===== config.mk =====
export PLATFORM = sky130hd
export DESIGN_NAME = dir_button_conditioner_flat
export DESIGN_NICKNAME = d
export VERILOG_FILES = /design/src/rtl/dir_button_conditioner_if.sv /design/src/rtl/dir_button_conditioner.sv /design/src/flat_wrapper.sv
export SDC_FILE = /design/constraint.sdc
export NUM_CORES = 1
export LEC_CHECK = 0
export BUFFER_PORTS_ARGS = -buffer_cell sky130_fd_sc_hd__clkbuf_2
export CORE_MARGIN = 8
export CORE_UTILIZATION = 58
export CTS_CLUSTER_DIAMETER = 60
export DETAILED_ROUTE_END_ITERATION = 10
export GPL_TIMING_DRIVEN = 0
export PLACE_DENSITY_LB_ADDON = 0.3
export SLEW_MARGIN = 15
export SYNTH_ARGS = -nofsm -noshare
export SYNTH_HDL_FRONTEND = slang
export SYNTH_SLANG_ARGS = --single-unit

===== constraint.sdc =====
create_clock -name clk -period 2.2 [get_ports clk]
set_input_delay 0.44 -clock clk [delete_from_list [all_inputs] [get_ports clk]]
set_output_delay 0.44 -clock clk [all_outputs]
set_load 0.01 [all_outputs]

===== src/rtl/dir_button_conditioner_if.sv =====
// Direction-button bundle: raw pushbutton levels in, conditioned direction pulses out.
interface dir_button_conditioner_if;
   logic btn_n, btn_s, btn_e, btn_w;
   logic n, s, e, w;
   logic conflict;

   modport master (
      output btn_n, btn_s, btn_e, btn_w,
      input  n, s, e, w, conflict
   );

   modport slave (
      input  btn_n, btn_s, btn_e, btn_w,
      output n, s, e, w, conflict
   );
endinterface


===== src/rtl/dir_button_conditioner.sv =====
// Synchronizes and debounces four direction buttons, then emits one-cycle direction
// pulses on clean presses or a conflict pulse on ambiguous ones.
module dir_button_conditioner #(
   parameter int DEBOUNCE_CYCLES = 4
) (
   input  logic                      clk,
   input  logic                      reset_n,
   dir_button_conditioner_if.slave   bus
);

   localparam int               CNT_W   = $clog2(DEBOUNCE_CYCLES);
   localparam logic [CNT_W-1:0] CNT_MAX = CNT_W'(DEBOUNCE_CYCLES - 1);

   // Channel index order throughout: 0 = n, 1 = s, 2 = e, 3 = w.
   logic [3:0]       btn;
   logic [3:0]       sync1, sync2;
   logic [3:0]       deb, deb_d, deb_nxt;
   logic [CNT_W-1:0] cnt     [4];
   logic [CNT_W-1:0] cnt_nxt [4];
   logic [3:0]       rise;
   logic [3:0]       dir, dir_nxt;
   logic             conflict_q, conflict_nxt;

   function automatic logic onehot4(input logic [3:0] v);
      return (v != 4'b0) && ((v & (v - 4'd1)) == 4'b0);
   endfunction

   assign btn = {bus.btn_w, bus.btn_e, bus.btn_s, bus.btn_n};

   // Debounce stage: accept a new level only after a full run of mismatching samples.
   always_comb begin
      deb_nxt = deb;
      for (int i = 0; i < 4; i++) begin
         cnt_nxt[i] = '0;
         if (sync2[i] != deb[i]) begin
            if (cnt[i] == CNT_MAX) begin
               deb_nxt[i] = sync2[i];
            end else begin
               cnt_nxt[i] = cnt[i] + CNT_W'(1);
            end
         end
      end
   end

   // Pulse stage: a lone rise with every other level low is a move, anything else is a conflict.
   assign rise = deb & ~deb_d;

   always_comb begin
      dir_nxt      = '0;
      conflict_nxt = 1'b0;
      if (rise != 4'b0) begin
         if (onehot4(rise) && ((deb & ~rise) == 4'b0)) begin
            dir_nxt = rise;
         end else begin
            conflict_nxt = 1'b1;
         end
      end
   end

   always_ff @(posedge clk or negedge reset_n) begin
      if (!reset_n) begin
         sync1      <= '0;
         sync2      <= '0;
         deb        <= '0;
         deb_d      <= '0;
         dir        <= '0;
         conflict_q <= 1'b0;
         for (int i = 0; i < 4; i++) begin
            cnt[i] <= '0;
         end
      end else begin
         sync1      <= btn;
         sync2      <= sync1;
         deb        <= deb_nxt;
         deb_d      <= deb;
         dir        <= dir_nxt;
         conflict_q <= conflict_nxt;
         for (int i = 0; i < 4; i++) begin
            cnt[i] <= cnt_nxt[i];
         end
      end
   end

   assign bus.n        = dir[0];
   assign bus.s        = dir[1];
   assign bus.e        = dir[2];
   assign bus.w        = dir[3];
   assign bus.conflict = conflict_q;

endmodule


===== src/flat_wrapper.sv =====
// flat-port wrapper written by rule: the top's interface ports become plain ports
module dir_button_conditioner_flat 
#(
   parameter int DEBOUNCE_CYCLES = 4
)
  (clk, reset_n, bus_btn_n, bus_btn_s, bus_btn_e, bus_btn_w, bus_n, bus_s, bus_e, bus_w, bus_conflict);
  dir_button_conditioner_if bus_i ();
  input  logic clk;
  input  logic reset_n;
  input wire logic [$bits(bus_i.btn_n)-1:0] bus_btn_n;
  input wire logic [$bits(bus_i.btn_s)-1:0] bus_btn_s;
  input wire logic [$bits(bus_i.btn_e)-1:0] bus_btn_e;
  input wire logic [$bits(bus_i.btn_w)-1:0] bus_btn_w;
  output wire logic [$bits(bus_i.n)-1:0] bus_n;
  output wire logic [$bits(bus_i.s)-1:0] bus_s;
  output wire logic [$bits(bus_i.e)-1:0] bus_e;
  output wire logic [$bits(bus_i.w)-1:0] bus_w;
  output wire logic [$bits(bus_i.conflict)-1:0] bus_conflict;
  assign bus_i.btn_n = bus_btn_n;
  assign bus_i.btn_s = bus_btn_s;
  assign bus_i.btn_e = bus_btn_e;
  assign bus_i.btn_w = bus_btn_w;
  assign bus_n = bus_i.n;
  assign bus_s = bus_i.s;
  assign bus_e = bus_i.e;
  assign bus_w = bus_i.w;
  assign bus_conflict = bus_i.conflict;
  dir_button_conditioner #(.DEBOUNCE_CYCLES(DEBOUNCE_CYCLES)) u_core (.clk(clk), .reset_n(reset_n), .bus(bus_i));
endmodule

==> impl_metrics.prom, run 1 <==
# TYPE chip_impl_metric gauge
chip_impl_info{name="final_cell_mix",value="sky130_fd_sc_hd__dfrtp_1, sky130_fd_sc_hd__clkbuf_2, sky130_fd_sc_hd__nor3_1"} 1
chip_impl_metric{name="met2WireLength",unit="µm"} 593
chip_impl_info{name="largest_family_of_logic_cells_by_synthesized_area",value="simple AND/OR/NAND/NOR gates"} 1
chip_impl_metric{name="groute.usage.overall",unit="%"} 9.209
chip_impl_metric{name="power_switching_share",unit="%"} 30.22
chip_impl_metric{name="crit_fanout",unit=""} 8
chip_impl_metric{name="synth_fa_ha_area_share",unit="%"} 4.963
chip_impl_metric{name="design.final.nets",unit=""} 91
chip_impl_info{name="most_frequent_standard_cell_in_the_layout_excluding_fill_and_tap_cells",value="sky130_fd_sc_hd__dfrtp_1"} 1
chip_impl_metric{name="seq_power_share",unit="%"} 55.2
chip_impl_metric{name="synth_warnings",unit=""} 0
chip_impl_metric{name="p_switching",unit="mW"} 0.4421
chip_impl_metric{name="grt_remaining_overflow",unit=""} 0
chip_impl_metric{name="antenna_found_initial",unit=""} 0
chip_impl_metric{name="clk_transition_reported_paths",unit="ps"} 80
chip_impl_metric{name="cts_made_buffers",unit=""} 5
chip_impl_metric{name="initialDrtViolationCount",unit=""} 2
chip_impl_metric{name="netlist_instances",unit=""} 64
chip_impl_metric{name="cellLeakagePower",unit="nW"} 0.5350
chip_impl_metric{name="met3RoutedLength",unit="µm"} 92
chip_impl_info{name="start_kind",value="flop"} 1
chip_impl_metric{name="syn_avg_cell_area",unit="µm²"} 15.76
chip_impl_metric{name="timing_max_transition_violations_final",unit=""} 0
chip_impl_info{name="criticalPathCategory",value="reg2reg"} 1
chip_impl_metric{name="grt_start_max_net_pins",unit=""} 30
chip_impl_metric{name="pwr-share-clk",unit="%"} 17.8
chip_impl_metric{name="cell_internal_pwr",unit="mW"} 1.021
chip_impl_metric{name="number_of_nets_with_antenna_violations_after_routing",unit=""} 0
chip_impl_metric{name="placeableCoreArea",unit="µm²"} 1689
chip_impl_metric{name="ys_seq_elements",unit=""} 29
chip_impl_metric{name="wirelength_met1",unit="µm"} 564
chip_impl_metric{name="placed_cell_area",unit="µm²"} 1080
chip_impl_info{name="run_status",value="finished clean"} 1
chip_impl_metric{name="synth-seq-area-share",unit="%"} 71.96
chip_impl_metric{name="grt_pass1_vias",unit=""} 581
chip_impl_metric{name="area_growth",unit="%"} 11.29
chip_impl_info{name="routed.top_layer",value="met4"} 1
chip_impl_metric{name="detail_route.drc_violations",unit=""} 0
chip_impl_metric{name="final_core_util",unit="%"} 66.44
chip_impl_metric{name="proportion_of_power_drawn_by_combinational_gates",unit="%"} 26.9
chip_impl_metric{name="cts_sinks",unit=""} 29
chip_impl_metric{name="antenna-diode-count",unit=""} 0
chip_impl_metric{name="dp.final_hpwl",unit="µm"} 932.8
chip_impl_metric{name="worst-endpoint-arrival",unit="ps"} 1670
chip_impl_metric{name="mappedNetlistArea",unit="µm²"} 1008
chip_impl_metric{name="floorplan.die_area",unit="µm²"} 3329
chip_impl_info{name="setup.worst_path.end_class",value="flop"} 1
chip_impl_metric{name="timing.final.hold_violations",unit=""} 0
chip_impl_metric{name="clock_latency",unit="ps"} 310
chip_impl_metric{name="fillers",unit=""} 135
chip_impl_info{name="cts-root-buf",value="sky130_fd_sc_hd__clkbuf_4"} 1
chip_impl_metric{name="die_width",unit="µm"} 57.70
chip_impl_metric{name="max_clock_freq",unit="MHz"} 680.6
chip_impl_metric{name="finalSetupTns",unit="ps"} 0
chip_impl_metric{name="routed-via-count",unit=""} 542
chip_impl_metric{name="grt_first_pass_wirelength",unit="µm"} 2263
chip_impl_metric{name="setup_bufs_post_cts",unit=""} 0
chip_impl_metric{name="fp.dieH",unit="µm"} 57.70
chip_impl_metric{name="unique_cell_type_count_in_the_yosys_netlist",unit=""} 16
chip_impl_metric{name="synth-xor-area-share",unit="%"} 3.474
chip_impl_info{name="hold_path.class",value="in2async"} 1
chip_impl_metric{name="cap_viol_max_count",unit=""} 0
chip_impl_metric{name="critPathRequiredTime",unit="ps"} 2400
chip_impl_metric{name="first_pass_iters",unit=""} 4
chip_impl_metric{name="vdd.ir_drop.worst",unit="µV"} 725.0
chip_impl_metric{name="finalWorstPathRequiredPeriod",unit="ps"} 1469
chip_impl_metric{name="initial_utilization",unit="%"} 59.70
chip_impl_metric{name="htreeDepth",unit=""} 2
chip_impl_info{name="cts_tree",value="yes"} 1
chip_impl_metric{name="fin_total_pwr",unit="mW"} 1.463
chip_impl_metric{name="post_synth_and_or_nand_nor_area_fraction",unit="%"} 11.29
chip_impl_metric{name="muxShareOfSynthArea",unit="%"} 4.467
chip_impl_metric{name="gp_congestion",unit=""} 0.7723
chip_impl_metric{name="fin_worst_skew",unit="ps"} 8.231
chip_impl_metric{name="tightestPinTransition",unit="ps"} 659.6
chip_impl_metric{name="layout_worst_path_cycle_share",unit="%"} 66.79
chip_impl_metric{name="route.detailed.vias_per_inst",unit=""} 5.588
chip_impl_metric{name="cts_resized",unit=""} 0
chip_impl_metric{name="worst_slew_margin_rel",unit="%"} 56.03
chip_impl_metric{name="final_layout_size_suffix_gt1_share",unit="%"} 26.25
chip_impl_metric{name="cts_hold_buffers",unit=""} 0
chip_impl_metric{name="design_area",unit="µm²"} 1122
chip_impl_metric{name="drt_wl_total",unit="µm"} 1287
chip_impl_metric{name="synth_compound_area_share",unit="%"} 3.474
chip_impl_metric{name="io-pin-count",unit=""} 11
chip_impl_info{name="rsz0062_at_grt",value="no"} 1
chip_impl_metric{name="syn_nets",unit=""} 74
chip_impl_metric{name="setup_viol",unit=""} 0
chip_impl_metric{name="row_count",unit=""} 15
chip_impl_metric{name="power_density_over_the_cells",unit="nW/µm²"} 1304
chip_impl_metric{name="cts.path.max_buffers",unit=""} 2
chip_impl_metric{name="per_cell_routed_wire_length",unit="µm"} 13.27
chip_impl_metric{name="numPortBuffers",unit=""} 10
## cell families after synthesis
group | Yosys count
AO/OA/AOI/OAI | 4
XOR/XNOR | 4
adder cells (fa/ha/maj) | 4
buffers and inverters | 1
flip-flops | 29
multiplexers | 4
AND/OR/NAND/NOR | 18
## final timing paths
check | from | endpoint | slack, ps | depth (start not counted)
setup / recovery | u_core.deb[3] | u_core.bus.conflict | 730 | 3
hold / removal | reset_n | u_core.deb_d[0] | 150 | 1
min in group clk | bus_btn_e | u_core.sync1[2] | 230 | 1
setup reg to reg | u_core.deb[3] | u_core.bus.conflict | 730 | 3
max in group asynchronous | reset_n | u_core.dir[0] | 1620 | 1
hold reg to reg | u_core.sync1[2] | u_core.sync2[2] | 350 | 0
## sequential cells by signal (all words and copies together) (netlist names)
| name | count |
|---|---|
| u_core.dir | 4 |
| u_core.sync1 | 4 |
| u_core.cnt | 8 |
| u_core.deb | 4 |
| u_core.sync2 | 4 |
| u_core.deb_d | 4 |
| u_core.bus.conflict | 1 |
## power by group through the flow
stage	sequential, mW	combinational, mW	clock [mW]
5_1_grt	0.834	0.449	0.291
4_1_cts	0.811	0.402	0.272
6_report	0.808	0.394	0.261
3_3_place_gp	0.808	0.379	0
2_1_floorplan	0.805	0.296	0
3_5_place_dp	0.822	0.400	0
## metrics by stage
| step | std cells | worst slack [ps] | hold WS (ps) |
|---|---|---|---|
| global placement | 91 | 765.3 | 332.3 |
| detailed placement | 91 | 736.6 | 335.8 |
| finish | 97 | 730.7 | 149.6 |
| global route | 97 | 677.9 | 198.6 |
| CTS | 97 | 722.1 | 161.5 |
| floorplan | 64 | 817.3 | 144.4 |
## synthesized netlist by cell type, drive strengths merged
| cell type | instances | area [µm²] |
|---|---|---|
| and2 | 1 | 6.260 |
| ha | 4 | 50.05 |
| nor4 | 1 | 6.260 |
| or2b | 2 | 15.01 |
| dfrtp | 29 | 725.7 |
| clkbuf | 1 | 3.750 |
| a41oi | 1 | 8.760 |
| xnor2 | 4 | 35.03 |
| mux2 | 4 | 45.04 |
| or4b | 2 | 20.02 |
| nand2b | 1 | 6.260 |
| nor3 | 7 | 35.03 |
| o311a | 1 | 11.26 |
| a22o | 1 | 8.760 |
| a31oi | 1 | 6.260 |
| nor2b | 4 | 25.02 |
## cell type report
class / instances / area [µm²] / area share (%)
tap: 17 / 21.27 / 1.895
timing repair buffer: 10 / 50.05 / 4.459
clock inverter: 1 / 5.005 / 0.4459
sequential: 29 / 725.7 / 64.66
clock buffer: 5 / 37.54 / 3.344
buffer: 1 / 3.754 / 0.3344
multi-input combinational: 34 / 279.0 / 24.86
## metal layers
metal  track usage (%)  up-vias
met5                 0        -
met4             8.392        0
met3             4.636        5
met2             14.15       14
met1             8.880      265
li1                  -      258
## worst max-delay path, stage by stage (launching register included)
cell and delay (ps):
sky130_fd_sc_hd__dfrtp_1 460, sky130_fd_sc_hd__or4b_1 530, sky130_fd_sc_hd__o311a_2 170, sky130_fd_sc_hd__a22o_1 210
Note: power is estimated with default switching activity, not from simulation.
==> inputs of run 2 (changes only) <==
Settings changed: CORE_ASPECT_RATIO set to 1.4, CORE_UTILIZATION 58 to 49.
Clock period 2.2 ns to 1.3 ns, I/O delays scaled along.
==> impl_metrics.prom, run 2 (synthesized netlist as in run 1, its figures left out) <==
# TYPE chip_impl_metric gauge
chip_impl_metric{name="timing_max_transition_violations_final",unit=""} 0
chip_impl_metric{name="crit_fanout",unit=""} 4
chip_impl_metric{name="cap_viol_max_count",unit=""} 0
chip_impl_metric{name="dp_slack",unit="ps"} -166.5
chip_impl_metric{name="die_width",unit="µm"} 54.34
chip_impl_metric{name="fin_worst_skew",unit="ps"} 6.185
chip_impl_metric{name="max_clock_freq",unit="MHz"} 722.9
chip_impl_metric{name="clk_transition_reported_paths",unit="ps"} 70
chip_impl_info{name="criticalPathCategory",value="reg2reg"} 1
chip_impl_metric{name="worst-endpoint-arrival",unit="ps"} 1580
chip_impl_metric{name="timing.final.hold_violations",unit=""} 0
chip_impl_metric{name="first_pass_iters",unit=""} 2
chip_impl_info{name="most_frequent_standard_cell_in_the_layout_excluding_fill_and_tap_cells",value="sky130_fd_sc_hd__dfrtp_1"} 1
chip_impl_metric{name="clock_latency",unit="ps"} 310
chip_impl_metric{name="worst_slew_margin_rel",unit="%"} 56.13
chip_impl_metric{name="antenna-diode-count",unit=""} 0
chip_impl_metric{name="initial_utilization",unit="%"} 51.73
chip_impl_metric{name="placed_cell_area",unit="µm²"} 1085
chip_impl_metric{name="grt_pass1_vias",unit=""} 594
chip_impl_info{name="rsz0062_at_grt",value="yes"} 1
chip_impl_metric{name="instances_no_fill",unit=""} 107
chip_impl_metric{name="floorplan.die_area",unit="µm²"} 3786
chip_impl_metric{name="io-pin-count",unit=""} 11
chip_impl_metric{name="row_count",unit=""} 19
chip_impl_metric{name="fin_total_pwr",unit="mW"} 2.741
chip_impl_info{name="crit_slowest_cell",value="sky130_fd_sc_hd__or4b_4"} 1
chip_impl_metric{name="detail_route.drc_violations",unit=""} 0
chip_impl_info{name="failed_checks",value="negative setup slack"} 1
chip_impl_metric{name="groute.usage.overall",unit="%"} 8.600
chip_impl_metric{name="cellLeakagePower",unit="nW"} 0.5673
chip_impl_metric{name="cts.path.max_buffers",unit=""} 2
chip_impl_metric{name="design.final.nets",unit=""} 96
chip_impl_info{name="crit_path_cell_trace",value="or4b_4 -> o311a_4 -> a22o_1"} 1
chip_impl_metric{name="initialDrtViolationCount",unit=""} 11
chip_impl_metric{name="area_growth",unit="%"} 19.73
chip_impl_metric{name="cts_sinks",unit=""} 29
chip_impl_metric{name="vdd.ir_drop.worst",unit="µV"} 1453
chip_impl_metric{name="grt_start_max_net_pins",unit=""} 30
chip_impl_metric{name="numPortBuffers",unit=""} 10
chip_impl_metric{name="max_stage_delay",unit="ps"} 510
chip_impl_metric{name="critPathRequiredTime",unit="ps"} 1500
chip_impl_info{name="cts-root-buf",value="sky130_fd_sc_hd__clkbuf_4"} 1
chip_impl_metric{name="dp.final_hpwl",unit="µm"} 884.8
chip_impl_info{name="run_status",value="complete, but fails checks"} 1
chip_impl_metric{name="placeableCoreArea",unit="µm²"} 1949
chip_impl_metric{name="tightestPinTransition",unit="ps"} 658.0
chip_impl_metric{name="gp_congestion",unit=""} 0.7151
chip_impl_metric{name="design_area",unit="µm²"} 1207
chip_impl_metric{name="antenna_found_initial",unit=""} 0
chip_impl_metric{name="largest_register_ffs",unit=""} 8
chip_impl_metric{name="layout_worst_path_cycle_share",unit="%"} 106.4
chip_impl_metric{name="finalWorstPathRequiredPeriod",unit="ps"} 1383
chip_impl_info{name="setup.worst_path.end_class",value="flop"} 1
chip_impl_info{name="final_cell_mix",value="sky130_fd_sc_hd__dfrtp_1, sky130_fd_sc_hd__clkbuf_2, sky130_fd_sc_hd__nor3_1"} 1
chip_impl_metric{name="number_of_nets_with_antenna_violations_after_routing",unit=""} 0
chip_impl_metric{name="cts_made_buffers",unit=""} 5
chip_impl_metric{name="htreeDepth",unit=""} 2
chip_impl_metric{name="drt_wl_total",unit="µm"} 1393
chip_impl_metric{name="setup_viol",unit=""} 2
chip_impl_info{name="start_kind",value="flop"} 1
chip_impl_metric{name="placed_cell_count",unit=""} 95
chip_impl_metric{name="grt_remaining_overflow",unit=""} 0
chip_impl_metric{name="routed-via-count",unit=""} 556
chip_impl_info{name="cts_tree",value="yes"} 1
chip_impl_metric{name="finalSetupTns",unit="ps"} -90.88
chip_impl_metric{name="hold-worst-slack",unit="ps"} 51.49
chip_impl_info{name="regMostFlops",value="u_core.cnt"} 1
chip_impl_metric{name="worst_slack",unit="ps"} -83.33
chip_impl_metric{name="grt_first_pass_wirelength",unit="µm"} 2394
chip_impl_metric{name="final_layout_size_suffix_gt1_share",unit="%"} 36.05
chip_impl_info{name="hold_path.class",value="in2reg"} 1
chip_impl_metric{name="power_density_over_the_cells",unit="nW/µm²"} 2270
chip_impl_metric{name="per_cell_routed_wire_length",unit="µm"} 13.02
chip_impl_metric{name="route.detailed.vias_per_inst",unit=""} 5.196
chip_impl_metric{name="fp.dieH",unit="µm"} 69.68
chip_impl_metric{name="final_core_util",unit="%"} 61.94
==> run 2: critical path, delay by kind of cell, from the launching register on <==
| kind | cells | cell delay (ps) |
|---|---|---|
| flip-flops | 1 | 430 |
| AO/OA/AOI/OAI | 2 | 330 |
| AND/OR/NAND/NOR | 1 | 510 |
==> run 2: area by class of cell <==
cell class | count | area (µm²)
Tap cell | 21 | 26.28
Sequential cell | 29 | 729.5
Buffer | 1 | 3.754
Multi-Input combinational cell | 34 | 302.8
Clock buffer | 7 | 55.05
Timing Repair Buffer | 15 | 90.09
Fill cell | 149 | 742.0
==> run 2: repair_timing <==
item | in CTS | in global routing
hold buffers | 1 | 0
setup buffers | 4 | 0
resized for setup | 6 | 1
hold endpoints to repair | 29 | 0
endpoints found under the setup margin | 4 | 4
pin swaps | 3 | 1
==> run 2: worst paths after layout <==
path,to,slack [ps],from,depth (start not counted)
max,u_core.bus.conflict,-80,u_core.deb[3],3
min,u_core.sync1[0],50,bus_btn_n,1
max reg2reg,u_core.bus.conflict,-80,u_core.deb[3],3
min reg2reg,u_core.sync2[2],350,u_core.sync1[2],0
max in group asynchronous,u_core.deb[3],330,reset_n,2
min in group asynchronous,u_core.dir[3],500,reset_n,2
==> run 2: routing by layer <==
layer  global-route usage [%]  part of all wire [%]  up-vias  wire length (µm)
met4                    4.121                  0.93        0                13
li1                         -                     -      269                 -
met2                    12.02                    48       14               670
met5                        0                     0        -                 0
met3                    6.223                   9.6        2               134
met1                    9.351                    41      271               574
==> run 2: report_power, final <==
part           switching [mW]  leakage (nW)  internal (mW)
sequential              0.147         0.356           1.19
combinational           0.406         0.180          0.480
clock                   0.261        0.0314          0.255
total                   0.813         0.567           1.93
==> inputs of run 3 (changes only) <==
Settings changed: CORE_UTILIZATION 49 to 54.
Clock period 1.3 ns to 1.35 ns, I/O delays scaled along.
==> impl_metrics.prom, run 3 (synthesized netlist as in run 1, its figures left out) <==
# TYPE chip_impl_metric gauge
chip_impl_metric{name="power_density_over_the_cells",unit="nW/µm²"} 2218
chip_impl_metric{name="max_stage_delay",unit="ps"} 520
chip_impl_metric{name="placeableCoreArea",unit="µm²"} 1757
chip_impl_metric{name="cts_sinks",unit=""} 29
chip_impl_metric{name="largest_register_ffs",unit=""} 8
chip_impl_metric{name="fin_worst_skew",unit="ps"} 3.627
chip_impl_metric{name="detail_route.drc_violations",unit=""} 0
chip_impl_metric{name="sequential_cell_area",unit="µm²"} 729.5
chip_impl_metric{name="area_growth",unit="%"} 20.10
chip_impl_metric{name="dp.final_hpwl",unit="µm"} 959.8
chip_impl_metric{name="initialDrtViolationCount",unit=""} 4
chip_impl_metric{name="vdd.ir_drop.worst",unit="µV"} 1307
chip_impl_metric{name="layout_worst_path_cycle_share",unit="%"} 103.9
chip_impl_metric{name="antenna-diode-count",unit=""} 0
chip_impl_metric{name="final_layout_size_suffix_gt1_share",unit="%"} 35.23
chip_impl_metric{name="grt_remaining_overflow",unit=""} 0
chip_impl_metric{name="floorplan.die_area",unit="µm²"} 3526
chip_impl_info{name="cts-root-buf",value="sky130_fd_sc_hd__clkbuf_4"} 1
chip_impl_metric{name="cap_viol_max_count",unit=""} 0
chip_impl_metric{name="die_width",unit="µm"} 52.53
chip_impl_info{name="start_kind",value="flop"} 1
chip_impl_info{name="crit_family",value="simple AND/OR/NAND/NOR gates"} 1
chip_impl_metric{name="fillers",unit=""} 126
chip_impl_metric{name="route.detailed.vias_per_inst",unit=""} 5.296
chip_impl_metric{name="row_count",unit=""} 18
chip_impl_metric{name="fp.dieH",unit="µm"} 67.13
chip_impl_metric{name="clk_transition_reported_paths",unit="ps"} 80
chip_impl_metric{name="routed-via-count",unit=""} 572
chip_impl_info{name="most_frequent_standard_cell_in_the_layout_excluding_fill_and_tap_cells",value="sky130_fd_sc_hd__dfrtp_1"} 1
chip_impl_metric{name="grt_first_pass_wirelength",unit="µm"} 2615
chip_impl_metric{name="worst_slew_margin_rel",unit="%"} 55.42
chip_impl_metric{name="fin_total_pwr",unit="mW"} 2.686
chip_impl_metric{name="cellLeakagePower",unit="nW"} 0.5749
chip_impl_metric{name="multi_input_area",unit="µm²"} 292.8
chip_impl_metric{name="htreeDepth",unit=""} 2
chip_impl_metric{name="initial_utilization",unit="%"} 57.41
chip_impl_metric{name="gp_congestion",unit=""} 0.7158
chip_impl_metric{name="grt_pass1_vias",unit=""} 613
chip_impl_info{name="run_status",value="complete, but fails checks"} 1
chip_impl_metric{name="timing_max_transition_violations_final",unit=""} 0
chip_impl_metric{name="grt_start_max_net_pins",unit=""} 30
chip_impl_metric{name="worst_slack",unit="ps"} -52.78
chip_impl_info{name="final_cell_mix",value="sky130_fd_sc_hd__dfrtp_1, sky130_fd_sc_hd__clkbuf_2, sky130_fd_sc_hd__nor3_1"} 1
chip_impl_metric{name="numPortBuffers",unit=""} 10
chip_impl_info{name="failed_checks",value="negative setup slack"} 1
chip_impl_metric{name="timing.final.hold_violations",unit=""} 0
chip_impl_metric{name="design.final.nets",unit=""} 98
chip_impl_metric{name="critPathRequiredTime",unit="ps"} 1560
chip_impl_metric{name="io-pin-count",unit=""} 11
chip_impl_metric{name="finalSetupTns",unit="ps"} -52.78
chip_impl_metric{name="antenna_found_initial",unit=""} 0
chip_impl_info{name="crit_path_cell_trace",value="or4b_1 -> o311a_4 -> a22o_1"} 1
chip_impl_info{name="regMostFlops",value="u_core.cnt"} 1
chip_impl_metric{name="groute.usage.overall",unit="%"} 10.83
chip_impl_info{name="rsz0062_at_grt",value="yes"} 1
chip_impl_metric{name="per_cell_routed_wire_length",unit="µm"} 14.23
chip_impl_info{name="hold_path.class",value="in2reg"} 1
chip_impl_metric{name="drt_wl_total",unit="µm"} 1537
chip_impl_metric{name="tightestPinTransition",unit="ps"} 668.7
chip_impl_info{name="cts_tree",value="yes"} 1
chip_impl_info{name="criticalPathCategory",value="reg2reg"} 1
chip_impl_metric{name="cts.path.max_buffers",unit=""} 2
chip_impl_metric{name="finalWorstPathRequiredPeriod",unit="ps"} 1403
chip_impl_metric{name="clock_latency",unit="ps"} 320
chip_impl_metric{name="number_of_nets_with_antenna_violations_after_routing",unit=""} 0
chip_impl_metric{name="critical_path.n_buffers_inverters",unit=""} 0
chip_impl_metric{name="crit_fanout",unit=""} 5
chip_impl_metric{name="placed_cell_count",unit=""} 94
chip_impl_metric{name="setup_viol",unit=""} 1
chip_impl_metric{name="cts_made_buffers",unit=""} 5
chip_impl_metric{name="worst-endpoint-arrival",unit="ps"} 1610
chip_impl_metric{name="instances_no_fill",unit=""} 108
chip_impl_metric{name="first_pass_iters",unit=""} 3
chip_impl_metric{name="max_clock_freq",unit="MHz"} 712.9
chip_impl_info{name="setup.worst_path.end_class",value="flop"} 1
chip_impl_info{name="crit_slowest_cell",value="sky130_fd_sc_hd__or4b_1"} 1
[run 3: what timing repair did]
action / in CTS / in global routing
pin swaps: 3 / 0
hold buffers: 1 / 0
hold endpoints to repair: 29 / 0
gates resized for setup: 5 / 0
endpoints found under the setup margin: 4 / 4
setup buffers: 4 / 2
[run 3: through the flow]
step / instance area, µm² / utilization, % / setup slack [ps] / hold slack [ps]
floorplan: 1008 / - / -32.68 / -25.59
global placement: 1084 / 61.68 / -85.20 / 327.8
detailed placement: 1084 / 61.68 / -108.7 / 336.3
CTS: 1196 / 68.09 / -53.30 / 34.11
global route: 1211 / 68.95 / -86.06 / 22.90
finish: 1211 / 68.95 / -52.78 / 54.48
[run 3: where the power goes]
group / switching [mW] / leakage (nW) / total (mW) / internal, mW
Sequential: 0.156 / 0.356 / 1.31 / 1.15
Combinational: 0.389 / 0.188 / 0.875 / 0.486
Clock: 0.261 / 0.0314 / 0.506 / 0.245
[run 3: area by class of cell]
type | count | share of cell area (%)
repair buffers | 17 | 8.678
plain buffers | 1 | 0.3099
well taps | 20 | 2.066
clock buffers | 7 | 4.545
multi-input cells | 34 | 24.17
flip-flops and latches | 29 | 60.23
[run 3: layer usage]
metal  global-route usage [%]  share of wire (%)  up-vias
li1                         -                  -      271
met1                    9.264                 39      279
met2                    17.11                 49       15
met3                    7.033                7.4        7
met4                    8.766                3.9        0
met5                        0                  0        -
[run 3: path summary, 6_finish.rpt]
check	from	slack (ps)	endpoint	cells after the start
max	u_core.deb[2]	-50	u_core.bus.conflict	3
min	bus_btn_w	50	u_core.sync1[3]	1
max reg2reg	u_core.deb[2]	-50	u_core.bus.conflict	3
min reg2reg	u_core.sync1[1]	350	u_core.sync2[1]	0
max in group asynchronous	reset_n	370	u_core.deb[2]	2
min in group asynchronous	reset_n	510	u_core.dir[0]	2
